--- config.mk ---
export PLATFORM = sky130hd
export DESIGN_NAME = adder_tree_arbiter
export DESIGN_NICKNAME = d
export VERILOG_FILES = /design/src/rtl/adder_tree_arbiter.sv
export SDC_FILE = /design/constraint.sdc
export NUM_CORES = 1
export LEC_CHECK = 0
export CAP_MARGIN = 40
export CORE_UTILIZATION = 41
export CTS_BUF_LIST = sky130_fd_sc_hd__clkbuf_16
export DETAILED_ROUTE_END_ITERATION = 12
export PLACE_DENSITY = 0.95
export RECOVER_POWER = 25
export SLEW_MARGIN = 20
export SYNTH_ARGS = -nofsm -noshare
export SYNTH_HDL_FRONTEND = slang
export SYNTH_SLANG_ARGS = --single-unit
--- constraint.sdc ---
create_clock -name clk -period 2.8 [get_ports clk]
set_clock_uncertainty 0.1 [all_clocks]
set_input_delay 0.7 -clock clk [delete_from_list [all_inputs] [get_ports clk]]
set_output_delay 0.7 -clock clk [all_outputs]
set_load 0.05 [all_outputs]
--- src/rtl/adder_tree_arbiter.sv ---
// adder_tree_arbiter: shares one serial adder between NUM_REQ requesters.
// A round-robin arbiter picks a requester in IDLE and latches its operands.
// The adder gets a one-cycle start pulse, and the arbiter then waits for done
// or for the watchdog. The sum goes back to the owning requester.
//
// Handshakes: a transfer happens on a rising edge where valid and ready are
// both high. On the request side, req_ready is a combinational one-hot grant
// that is only raised in IDLE. On the response side, rsp_valid is one-hot on
// the owner's line, and rsp_data/rsp_err stay stable until that owner's
// rsp_ready is high.
module adder_tree_arbiter #(
  parameter int NUM_REQ      = 4,
  parameter int KERNEL_SIZE  = 3,
  parameter int DATA_WIDTH   = 8,
  parameter int WEIGHT_WIDTH = 1,
  parameter int TIMEOUT      = 64,
  localparam int IN_W  = (DATA_WIDTH + WEIGHT_WIDTH) * KERNEL_SIZE,
  localparam int OUT_W = DATA_WIDTH + WEIGHT_WIDTH + KERNEL_SIZE,
  localparam int ID_W  = (NUM_REQ > 1) ? $clog2(NUM_REQ) : 1
) (
  input  logic                    clk,
  input  logic                    rst,
  input  logic [NUM_REQ-1:0]      req_valid,
  output logic [NUM_REQ-1:0]      req_ready,
  input  logic [NUM_REQ*IN_W-1:0] req_data,
  output logic [NUM_REQ-1:0]      rsp_valid,
  input  logic [NUM_REQ-1:0]      rsp_ready,
  output logic [OUT_W-1:0]        rsp_data,
  output logic                    rsp_err,
  output logic                    adder_en,
  output logic [IN_W-1:0]         adder_dataIn,
  input  logic [OUT_W-1:0]        adder_dataOut,
  input  logic                    adder_done,
  output logic                    busy,
  output logic                    err_sticky,
  output logic [1:0]              dbg_state_o,
  output logic [ID_W-1:0]         dbg_rr_ptr_o
);

  localparam int WD_W = $clog2(TIMEOUT + 1);

  // Encoding is fixed so that the dbg_state_o values stay stable:
  // IDLE=0, LAUNCH=1, WAIT=2, RESP=3.
  typedef enum logic [1:0] {
    S_IDLE   = 2'd0,
    S_LAUNCH = 2'd1,
    S_WAIT   = 2'd2,
    S_RESP   = 2'd3
  } state_t;

  state_t            state_q, state_d;
  logic [ID_W-1:0]   rr_ptr_q, rr_ptr_d;
  logic [ID_W-1:0]   grant_id_q, grant_id_d;
  logic [IN_W-1:0]   data_in_q, data_in_d;
  logic [OUT_W-1:0]  rsp_data_q, rsp_data_d;
  logic              rsp_err_q, rsp_err_d;
  logic              err_sticky_q, err_sticky_d;
  logic [WD_W-1:0]   wdog_q, wdog_d;

  logic              grant_found;
  logic [ID_W-1:0]   grant_idx;
  logic [ID_W-1:0]   arb_idx;

  // Round-robin search: first valid requester starting at rr_ptr, wrapping.
  always_comb begin
    grant_found = 1'b0;
    grant_idx   = '0;
    arb_idx     = '0;
    for (int k = 0; k < NUM_REQ; k++) begin
      arb_idx = ID_W'((int'(rr_ptr_q) + k) % NUM_REQ);
      if (!grant_found && req_valid[arb_idx]) begin
        grant_found = 1'b1;
        grant_idx   = arb_idx;
      end
    end
  end

  // FSM next-state and handshake outputs; every target gets a default first.
  always_comb begin
    state_d      = state_q;
    rr_ptr_d     = rr_ptr_q;
    grant_id_d   = grant_id_q;
    data_in_d    = data_in_q;
    rsp_data_d   = rsp_data_q;
    rsp_err_d    = rsp_err_q;
    err_sticky_d = err_sticky_q;
    wdog_d       = wdog_q;
    req_ready    = '0;
    rsp_valid    = '0;
    adder_en     = 1'b0;

    unique case (state_q)
      S_IDLE: begin
        wdog_d = '0;
        if (grant_found) begin
          req_ready[grant_idx] = 1'b1;
          data_in_d  = req_data[int'(grant_idx)*IN_W +: IN_W];
          grant_id_d = grant_idx;
          state_d    = S_LAUNCH;
        end
      end
      S_LAUNCH: begin
        adder_en = 1'b1;
        wdog_d   = '0;
        state_d  = S_WAIT;
      end
      S_WAIT: begin
        // A done pulse takes priority over a watchdog expiry in the same cycle.
        if (adder_done) begin
          rsp_data_d = adder_dataOut;
          rsp_err_d  = 1'b0;
          state_d    = S_RESP;
        end else if (wdog_q == WD_W'(TIMEOUT - 1)) begin
          rsp_data_d   = '0;
          rsp_err_d    = 1'b1;
          err_sticky_d = 1'b1;
          state_d      = S_RESP;
        end else begin
          wdog_d = wdog_q + WD_W'(1);
        end
      end
      S_RESP: begin
        rsp_valid[grant_id_q] = 1'b1;
        if (rsp_ready[grant_id_q]) begin
          rr_ptr_d = (grant_id_q == ID_W'(NUM_REQ - 1)) ? '0 : grant_id_q + ID_W'(1);
          state_d  = S_IDLE;
        end
      end
      default: state_d = S_IDLE;
    endcase
  end

  // State and datapath registers; rst overrides any in-flight operation.
  always_ff @(posedge clk) begin
    if (rst) begin
      state_q      <= S_IDLE;
      rr_ptr_q     <= '0;
      grant_id_q   <= '0;
      data_in_q    <= '0;
      rsp_data_q   <= '0;
      rsp_err_q    <= 1'b0;
      err_sticky_q <= 1'b0;
      wdog_q       <= '0;
    end else begin
      state_q      <= state_d;
      rr_ptr_q     <= rr_ptr_d;
      grant_id_q   <= grant_id_d;
      data_in_q    <= data_in_d;
      rsp_data_q   <= rsp_data_d;
      rsp_err_q    <= rsp_err_d;
      err_sticky_q <= err_sticky_d;
      wdog_q       <= wdog_d;
    end
  end

  assign adder_dataIn = data_in_q;
  assign rsp_data     = rsp_data_q;
  assign rsp_err      = rsp_err_q;
  assign err_sticky   = err_sticky_q;
  assign busy         = (state_q != S_IDLE);
  assign dbg_state_o  = state_q;
  assign dbg_rr_ptr_o = rr_ptr_q;

endmodule

After elaboration in Yosys (flattened, before gate mapping)
Cells that the tools add are included.

Bits in registers: 54. Input bits: 131. Output and inout bits: 55. Word-level logic and storage cells: 92.

Add/sub/neg operators: 5. Multipliers: 1. Order comparisons: 8. Equal/unequal tests: 10. Shift-type cells: 1. Mux-type cells: 39. Bitwise operators: 1. Reductions and logical operators: 19.

Operators with widths (count): $shiftx A108 B8 Y27 (1); $mux W12 (2); $lt A2 B3 Y1 const B (6); $mux W2 (9); $mux W1 (14); $mux W7 (2); $pmux W7 S2 (1); $mux W4 (3); $bmux W1 S2 (5); $reduce_and A3 Y1 (3); $ne A2 B2 Y1 const B (4); $pmux W2 S4 (1); $add A7 B1 Y7 const B (1); $eq A7 B6 Y1 const B (1); $mul A2 B5 Y7 const B (1); $eq A2 B2 Y1 const B (3); $reduce_and A2 Y1 (3); $reduce_bool A2 Y1 (3); $logic_and A1 B1 Y1 (5); $add A2 B1 Y2 const B (2); $add A2 B2 Y2 const B (2); $demux W1 S2 (2); $ge A2 B1 Y1 const B (2); $logic_not A1 Y1 (3); other kinds (5) (5).

Depth between registers and ports, before layout
Gate-level depths: netlist of run 1.

Depth after elaboration: 18. Mapped depth: 8. Gate-level depth less buffers: 7.

Worst setup path before layout of run 1
No wires, ideal clock.

Kind: flip-flop to output port. From: register rr_ptr_q[1] (netlist: dbg_rr_ptr_o[1]). To: output port req_ready[1]. Arrival: 2.325 ns. Required time: 2.000 ns. Slack: -0.325 ns. Stages on the path, launching flop included: 7. Path buffers: 2. Path through: dfxtp_1 > buf_6 > mux2i_1 > o221ai_2 > buf_12 > or2_2 > nor2_1.

Cells in the longest elaborated chain, start to end: 18. Elaborated cells between the ends (all ways): 32. Classes of those cells: add/sub: 3; order compare: 2; mux: 20; reduce/logical: 7.

RTL lines: from (decl) (line 52) `logic [ID_W-1:0] rr_ptr_q, rr_ptr_d;`; from (signal assigned) (line 146) `rr_ptr_q <= rr_ptr_d;`; parallel branches: the longest is 16 deep, another holds $lt A2 B3 Y1; $mux W4 * (line 95) `if (grant_found) begin`; $mux W4 * (line 92) `unique case (state_q)`; to (decl) (line 24) `output logic [NUM_REQ-1:0] req_ready,`.

Mark *: on every way between the ends. The select of a mux whose other input is x is not followed.

Worst setup path in the final report of run 1
From: input port req_valid[1]. To: output port req_ready[2].

Cells in the longest elaborated chain, start to end: 18. Elaborated cells between the ends (all ways): 29. Classes of those cells: order compare: 2; mux: 20; reduce/logical: 7.

RTL lines: from (decl) (line 23) `input logic [NUM_REQ-1:0] req_valid,`; $bmux W1 S2 (line 71) `if (!grant_found && req_valid[arb_idx]) begin`; $mux W1 (implied by the code) (line 71); $mux W1 (line 71); $logic_not A1 Y1 (line 71); $logic_and A1 B1 Y1 (line 71); $mux W1 (line 71); $logic_not A1 Y1 (line 71); $logic_and A1 B1 Y1 (line 71); (+2 left out); $logic_and A1 B1 Y1 (line 71); $mux W2 (line 71); $lt A2 B3 Y1 (implied by the code) / $ge A2 B1 Y1 (equally long branches) (line 96) `req_ready[grant_idx] = 1'b1;`; $logic_and A1 B1 Y1 (implied by the code) (line 96); $mux W1 (implied by the code) (line 96); $demux W1 S2 (line 96); $mux W4 * (line 95); $mux W4 * (line 92).

Mark *: on every way between the ends. The rest lies on a longest branch, timed or not. The select of a mux whose other input is x is not followed.

==> metrics.cfg, run 1 <==
[outcome]
outcome = finished, final reports clean

[global_routing]
grt_overflow_total = 0
grt_pass1_wl_mm = 15.55
met2_usage_pct = 46.92
busiest_layer = met2
grtUsageMet3_pct = 7.090
use_met1_pct = 27.41
grt_pass1_vias = 3226
grt_max_degree = 54
grtUsageTotal_pct = 25.97
antenna_found_initial = 0

[detailed_routing]
drt-wirelength-per-cell_um = 17.43
wl_mm = 10.55
route.vias.total = 3213
drt_first_pass_iters = 4
ant_nets = 0
drt_iter0_drc = 71
vias_per_cell = 5.311
drcViolationCount = 0

[final_layout]
drive_above_1_share_pct = 14.46
n_fill_cell = 514
syn2layout_area_growth_pct = 73.47
final_core_util_pct = 73.38
final_common_cell = clkdlybuf4s50_1
multiInputGateArea_mm2 = 0.001807
nets = 644
final_cell_mix = 157 x clkdlybuf4s50_1, 55 x mux2i_1, 53 x dfxtp_1, 36 x nand2_1, 29 x nor2_1
regArea_mm2 = 0.001082

[sta]
setup_viol = 0
fin_crit_sh_pct = 96.60
relSlewSlack_pct = 46.03
whs_ns = 0.3551
hold_violations = 0
fmax_mhz = 369.7
tightestPinTransition_ns = 0.8041
tns_ns = 0
period_minus_slack_ns = 2.705
slew_violations = 0
rsz0062_at_grt = false

[logic_synthesis]
synth_area_mm2 = 0.003052
synth-edff-count = 0
async_flop_share_pct = 0
yosysTopAreaCellShare_pct = 35.42
syn_area_per_cell_um2 = 9.844
synth_area_leader_cell = dfxtp_1
ys_warn_count = 0
synth-seq-cells = 54
seq_area_frac_synth_pct = 35.42
synthTopCellsByArea = dfxtp_1 35%, mux2i_1 18%, o221ai_2 7.4%
synth_cells = 310
ys_types = 43
synth-main-ff-cell = dfxtp_1
synth_nets = 450

[power_and_ir_drop]
combPwrFrac_pct = 54.7
design_power_total_mw = 3.798
power_density_mw_per_mm2 = 717.4
switching_share_pct = 42.66
internal-power_mw = 2.178
vdd_drop_max_uv = 454.5
clkPwrFrac_pct = 17.9
power.leakage_nw = 2.220
seq_power_share_pct = 27.4
p_sw_mw = 1.620

[setup_path]
regToRegSetupSlack_ns = 0.53
crit_slowest_cell = or3b_4
critPathMaxStageDelay_ns = 0.42
critical_path_class = in -> out
worstPathRequired_ns = 2.00
setup.worst_path.start = req_valid[1]
cp-end-kind = output port
cp_num_buf_inv = 3
r2r_end = wdog_q[5]
cp.arrival_ns = 1.90
crit_chain = clkbuf_2 > buf_6 > or3b_4 > o21ai_2 > o21ai_2 > nor2_2 > buf_12
cp_top_family = simple AND/OR/NAND/NOR gates
worstPathMaxFanout = 3
r2r_start = dbg_state_o[0]
startpoint_type = input port
crit_top_cell = o21ai_2
ff2ff_path_depth = 7

[clock_network]
root_buffer = clkbuf_16
htreeDepth = 2
max-clock-path-buffers = 2
clkTransAtPathRegs_ns = 0.06
clock_latency_ns = 0.28
cts_buffers = 5
hold_buffers = 0
cts_tree = yes
cts_sinks = 54

[die]
fp-row-count = 31
die_y_um = 88.28
core_mm2 = 0.007214
die_w_um = 88.28
start_util_pct = 42.30
dieArea_mm2 = 0.007792
ios = 186

[place]
io_buffers = 185
place_hpwl_mm = 8.285
gp_congestion = 0.8412

[job]
drv_cap = 0

[worst_hold_path]
holdPathStages = 2
holdPathEnd = adder_dataIn[20]
hold_start = adder_dataIn[20]
worstHoldPathType = reg -> reg

[Yosys cell counts (all sizes together) (3+ instances only)]
cell	number
a21oi	11
a22oi	12
a2bb2oi	3
and2	4
buf	12
clkbuf	7
dfxtp	54
ha	9
inv	9
mux2i	56
nand2	36
nand3	3
nor2	34
nor3	4
o21ai	8
o221ai	25
xnor2	3
[cell families after synthesis]
| group | Yosys count | synth area share [%] |
|---|---|---|
| simple gates | 90 | 12.71 |
| compound gates | 69 | 20.99 |
| mux | 57 | 19.11 |
| flops | 54 | 35.42 |
| buf+inv | 28 | 7.216 |
| fa+ha+maj | 9 | 3.690 |
| xor+xnor | 3 | 0.8612 |
[final cells by class]
cell class,count,share of cell area [%]
inverter,9,0.6381
tap,99,2.340
multi-input combinational,228,34.13
antenna,1,0.04727
clock buffer,5,2.364
timing repair buffer,206,39.28
clock inverter,3,0.7563
sequential,54,20.44
[worst min-delay path, cell delays in order, from the launching register on]
cell and delay (ns):
dfxtp_1 0.32, nand2_1 0.06, o221ai_2 0.05
[through the flow]
stage | setup WS (ns) | instances | area, um^2
3_5_place_dp | -0.2978 | 595 | 5092
3_3_place_gp | -0.2495 | 595 | 5092
6_report | 0.09531 | 605 | 5294
4_1_cts | 0.0005225 | 604 | 5319
2_1_floorplan | -0.1472 | 310 | 3062
5_1_grt | 0.04159 | 604 | 5291
[worst max path at each step]
stage | endpoint | slack, ns | cells past startpoint
3_5_place_dp | req_ready[0] | -0.30 | 7
6_report | req_ready[2] | 0.1 | 7
3_3_place_gp | req_ready[0] | -0.25 | 7
5_1_grt | req_ready[2] | 0.04 | 6
4_1_cts | req_ready[1] | 0.0005 | 6
2_1_floorplan | req_ready[0] | -0.15 | 6
[power by group through the flow]
stage | registers, mW | logic (mW) | clock network, mW
after global routing | 1.06 | 2.18 | 0.731
after CTS | 1.04 | 2.11 | 0.698
final | 1.04 | 2.08 | 0.681
after floorplan | 1.58 | 0.754 | 0
after global placement | 1.04 | 2.03 | 0
after detailed placement | 1.06 | 2.08 | 0
[state kept, by name, summed over array words and instances (netlist names)]
name	count
rsp_data	12
dbg_rr_ptr_o	2
rsp_err	1
dbg_state_o	2
err_sticky	1
adder_dataIn	27
wdog_q	7
grant_id_q	2
[layer usage]
metal	vias to the layer above	share of wire [%]	wire (um)
met5	-	0	0
met4	0	4.0	423
met3	36	7.9	834
met2	141	52	5460
met1	1513	36	3828
li1	1523	-	-
[timing repair]
item / CTS / global route
pin swaps: 3 / 4
setup endpoints to repair: 4 / 5
resized for setup: 21 / 9
buffers inserted: 1 / 0
No activity file was read; power rests on OpenSTA's default activity.
==> inputs of run 2 (changes only) <==
Clock period 2.8 ns to 3.3 ns, I/O delays scaled along.
==> metrics.cfg, run 2 (synthesis gave the netlist of run 1 again) <==
[clock_network]
cts_sinks = 54
clkTransAtPathRegs_ns = 0.07
cts_setup_buffers = 0
max-clock-path-buffers = 2
htreeDepth = 2
root_buffer = clkbuf_16
clock_latency_ns = 0.28
cts_tree = yes
cts_buffers = 5
hold_buffers = 0

[detailed_routing]
drcViolationCount = 0
vias_per_cell = 5.261
ant_nets = 0
drt_first_pass_iters = 4
drt_iter0_drc = 88
route.vias.total = 3146
wl_mm = 10.39
drt-wirelength-per-cell_um = 17.38

[die]
die_w_um = 88.28
core_mm2 = 0.007214
fp-row-count = 31
die_y_um = 88.28
dieArea_mm2 = 0.007792
start_util_pct = 42.30
ios = 186

[global_routing]
grtUsageTotal_pct = 25.00
antenna_found_initial = 2
grt_pass1_vias = 3083
grt_pass1_wl_mm = 14.95
grt_max_degree = 55
grt_overflow_total = 0

[setup_path]
startpoint_type = input port
critical_path_class = in -> out
setup.worst_path.start = req_valid[3]
cp.arrival_ns = 2.26
r2r_start = dbg_state_o[0]
worstPathMaxFanout = 5
cp-end-kind = output port
worstPathRequired_ns = 2.37

[power_and_ir_drop]
clkPwrFrac_pct = 15.7
switching_share_pct = 43.57
power.leakage_nw = 2.127
vdd_drop_max_uv = 323.2
p_sw_mw = 1.347
combPwrFrac_pct = 55.6
power_density_mw_per_mm2 = 592.0
seq_power_share_pct = 28.7
internal-power_mw = 1.745

[place]
gp_congestion = 0.8388
place_hpwl_mm = 8.264
placed_area_mm2 = 0.005007
io_buffers = 185

[sta]
whs_ns = 0.3653
rsz0062_at_grt = false
fmax_mhz = 314.3
setup_viol = 0
fin_crit_sh_pct = 96.41
slew_violations = 0
hold_violations = 0
relSlewSlack_pct = 11.20
period_minus_slack_ns = 3.182
tightestPinTransition_ns = 1.315

[worst_hold_path]
worstHoldPathType = reg -> reg
hold_start = adder_dataIn[12]

[job]
drv_cap = 0

[final_layout]
final_area_mm2 = 0.005224
largest_reg_flops = 27
nets = 636
final_common_cell = clkdlybuf4s50_1
drive_above_1_share_pct = 10.69
syn2layout_area_growth_pct = 71.18
final_cell_mix = 172 x clkdlybuf4s50_1, 55 x mux2i_1, 54 x dfxtp_1, 36 x nand2_1, 29 x nor2_1

[outcome]
outcome = finished, final reports clean

[run 2: changes by cell type in the layout (fill, tap and decap cells not counted), sizes merged, moves of 2 or more]
cell	change
clkinv	-2
dlygate4sd3	-9
clkbuf	-3
clkdlybuf4s50	+15
buf	-12
diode	+2
[run 2: layout make-up]
class	instances	area, um^2
inverters	9	33.78
clock inverters	2	11.26
clock buffers	5	125.1
diodes	3	7.507
fillers	526	1991
flip-flops and latches	54	1081
multi-input cells	228	1799
well taps	99	123.9
repair buffers	198	2042
[run 2: path summary, 6_finish.rpt]
check | depth (start not counted) | to | slack (ns)
worst max-delay path | 6 | req_ready[0] | 0.12
worst min-delay path | 2 | adder_dataIn[12] | 0.37
worst max register to register | 7 | wdog_q[4] | 0.58
worst min register to register | 2 | adder_dataIn[12] | 0.37
[run 2: per-stage QoR]
stage / utilization (%) / worst slack (ns) / std cells / power [mW] / setup TNS, ns
after floorplan: - / 0.05021 / 310 / 1.978 / 0
after global placement: 69.41 / -0.007661 / 587 / 2.568 / -0.01128
after detailed placement: 69.41 / -0.1177 / 587 / 2.614 / -1.384
after CTS: 71.49 / -0.01015 / 594 / 3.109 / -0.01961
after global routing: 72.37 / 0.05559 / 597 / 3.247 / 0
final: 72.41 / 0.1183 / 598 / 3.092 / 0
[run 2: what timing repair did]
item	CTS	global route
setup endpoints to repair	4	4
resized for setup	7	14
pin swaps	3	3
[run 2: worst max-delay path, stage by stage]
cell	delay, ns
clkdlybuf4s50_1	0.57
nor4_4	0.40
nor2_1	0.13
o21ai_2	0.11
nor2_2	0.08
buf_12	0.15
[run 2: metal layers]
metal  vias up  GRT usage [%]  share of wire (%)
met1      1489          27.04                 38
met5         -              0                  0
li1       1500              -                  -
met4         0          11.14                2.7
met3        20          7.649                8.7
met2       137          44.83                 51
[run 2: power groups by stage]
stage / Clock [mW] / Sequential, mW / Combinational [mW]
after floorplan: 0 / 1.34 / 0.636
after global placement: 0 / 0.889 / 1.68
after detailed placement: 0 / 0.901 / 1.71
after CTS: 0.502 / 0.888 / 1.72
after global routing: 0.528 / 0.905 / 1.81
final: 0.484 / 0.888 / 1.72
==> inputs of run 3 (changes only) <==
Settings changed: REMOVE_ABC_BUFFERS set to 1.
==> metrics.cfg, run 3 (synthesis gave the netlist of run 1 again) <==
[outcome]
outcome = finished, final reports clean

[global_routing]
grt_pass1_vias = 2994
grt_overflow_total = 0
grtUsageMet3_pct = 4.664
grt_pass1_wl_mm = 14.29
busiest_layer = met2
use_met1_pct = 27.15
grt_max_degree = 44
met2_usage_pct = 43.57
grtUsageTotal_pct = 23.48
antenna_found_initial = 0

[setup_path]
worstPathMaxFanout = 4
cp-end-kind = output port
critical_path_class = in -> out
cp.arrival_ns = 2.33
worstPathRequired_ns = 2.37
crit_chain = clkdlybuf4s50_1 > buf_4 > a221o_1 > buf_4 > o21ai_4 > nor2_2 > buf_12
startpoint_type = input port
cp_top_family = buffers and inverters
cp_num_buf_inv = 4
crit_slowest_cell = clkdlybuf4s50_1
critPathMaxStageDelay_ns = 0.47
crit_top_cell = buf_4

[final_layout]
diodes = 0
syn2layout_area_growth_pct = 71.30
final_core_util_pct = 72.46
n_fill_cell = 515
drive_above_1_share_pct = 10.87
largest_reg_flops = 27
final_area_mm2 = 0.005228
stdcell_count = 596
nets = 636
final_common_cell = clkdlybuf4s50_1
final_cell_mix = 167 x clkdlybuf4s50_1, 55 x mux2i_1, 54 x dfxtp_1, 36 x nand2_1, 29 x nor2_1

[sta]
hold_violations = 0
fin_crit_sh_pct = 98.48
finalWorstSetupSlack_ns = 0.05000
rsz0062_at_grt = false
relSlewSlack_pct = 10.14
tightestPinTransition_ns = 1.331
fmax_mhz = 307.7
setup_viol = 0
tns_ns = 0
period_minus_slack_ns = 3.250
whs_ns = 0.3661
slew_violations = 0

[power_and_ir_drop]
p_sw_mw = 1.370
power.leakage_nw = 2.150
design_power_total_mw = 3.193
seq_power_share_pct = 27.6
switching_share_pct = 42.89
clkPwrFrac_pct = 18.3
vdd_drop_max_uv = 340.8
internal-power_mw = 1.824
power_density_mw_per_mm2 = 610.8
combPwrFrac_pct = 54.1

[worst_hold_path]
worstHoldPathType = reg -> reg

[die]
die_y_um = 88.28
core_mm2 = 0.007214
fp-row-count = 31
start_util_pct = 42.30
ios = 186
dieArea_mm2 = 0.007792
die_w_um = 88.28

[detailed_routing]
drt-wirelength-per-cell_um = 16.59
drcViolationCount = 0
ant_nets = 0
wl_mm = 9.890
route.vias.total = 3140
drt_first_pass_iters = 4
drt_iter0_drc = 78
vias_per_cell = 5.268

[clock_network]
max-clock-path-buffers = 2
htreeDepth = 2
cts_buffers = 5
root_buffer = clkbuf_16
clkTransAtPathRegs_ns = 0.07
clock_latency_ns = 0.28
hold_buffers = 0
cts_sinks = 54
cts_tree = yes

[place]
placed_area_mm2 = 0.005027
gp_congestion = 0.8444
dp_slack_ns = -0.1027
io_buffers = 185
place_hpwl_mm = 7.746
dp.cells = 588

[job]
drv_cap = 0

==> run 3: cell count changes in the layout (fill, tap and decap cells not counted), sizes merged <==
cell	previous run	this run
bufinv	0	1
diode	3	0
clkdlybuf4s50	172	167
dlymetal6s2s	2	1
dlygate4sd3	6	12
==> run 3: path summary, 6_finish.rpt <==
path	start	endpoint	slack, ns	depth (start not counted)
max	req_valid[2]	req_ready[2]	0.05	7
min	adder_dataIn[8]	adder_dataIn[8]	0.37	2
max reg2reg	dbg_state_o[0]	wdog_q[5]	0.48	7
min reg2reg	adder_dataIn[8]	adder_dataIn[8]	0.37	2
==> run 3: power groups by stage <==
stage	clock, mW	sequential [mW]	combinational (mW)
6_report	0.585	0.882	1.73
5_1_grt	0.621	0.897	1.81
4_1_cts	0.592	0.883	1.74
3_5_place_dp	0	0.897	1.72
3_3_place_gp	0	0.887	1.69
2_1_floorplan	0	1.34	0.593
==> run 3: worst reg2reg max path, delay by kind of cell (launching register included) <==
kind / cells / cell delay, ns
AO/OA/AOI/OAI: 1 / 1.18
flip-flops: 1 / 0.35
adder cells (fa/ha/maj): 1 / 0.32
buffers and inverters: 2 / 0.29
AND/OR/NAND/NOR: 2 / 0.25
XOR/XNOR: 1 / 0.21
==> run 3: layer usage <==
metal,vias up,share of wire (%)
li1,1516,-
met1,1478,39
met2,126,52
met3,20,7.3
met4,0,1.9
met5,-,0
==> run 3: cell type report <==
cell class                 count  area [um^2]  share of cell area, %
timing repair buffer         198         2032                  38.87
inverter                       9        33.78                 0.6462
clock inverter                 3        41.29                 0.7899
tap                           99        123.9                  2.370
multi-input combinational    228         1790                  34.25
clock buffer                   5        125.1                  2.393
sequential                    54         1081                  20.68
==> run 3: repair_timing <==
| item | 4_1_cts | 5_1_grt |
|---|---|---|
| endpoints found under the hold margin | 0 | 0 |
| resized for setup | 8 | 10 |
| pin swaps | 1 | 3 |
| setup buffers | 0 | 0 |
| setup endpoints to repair | 4 | 4 |
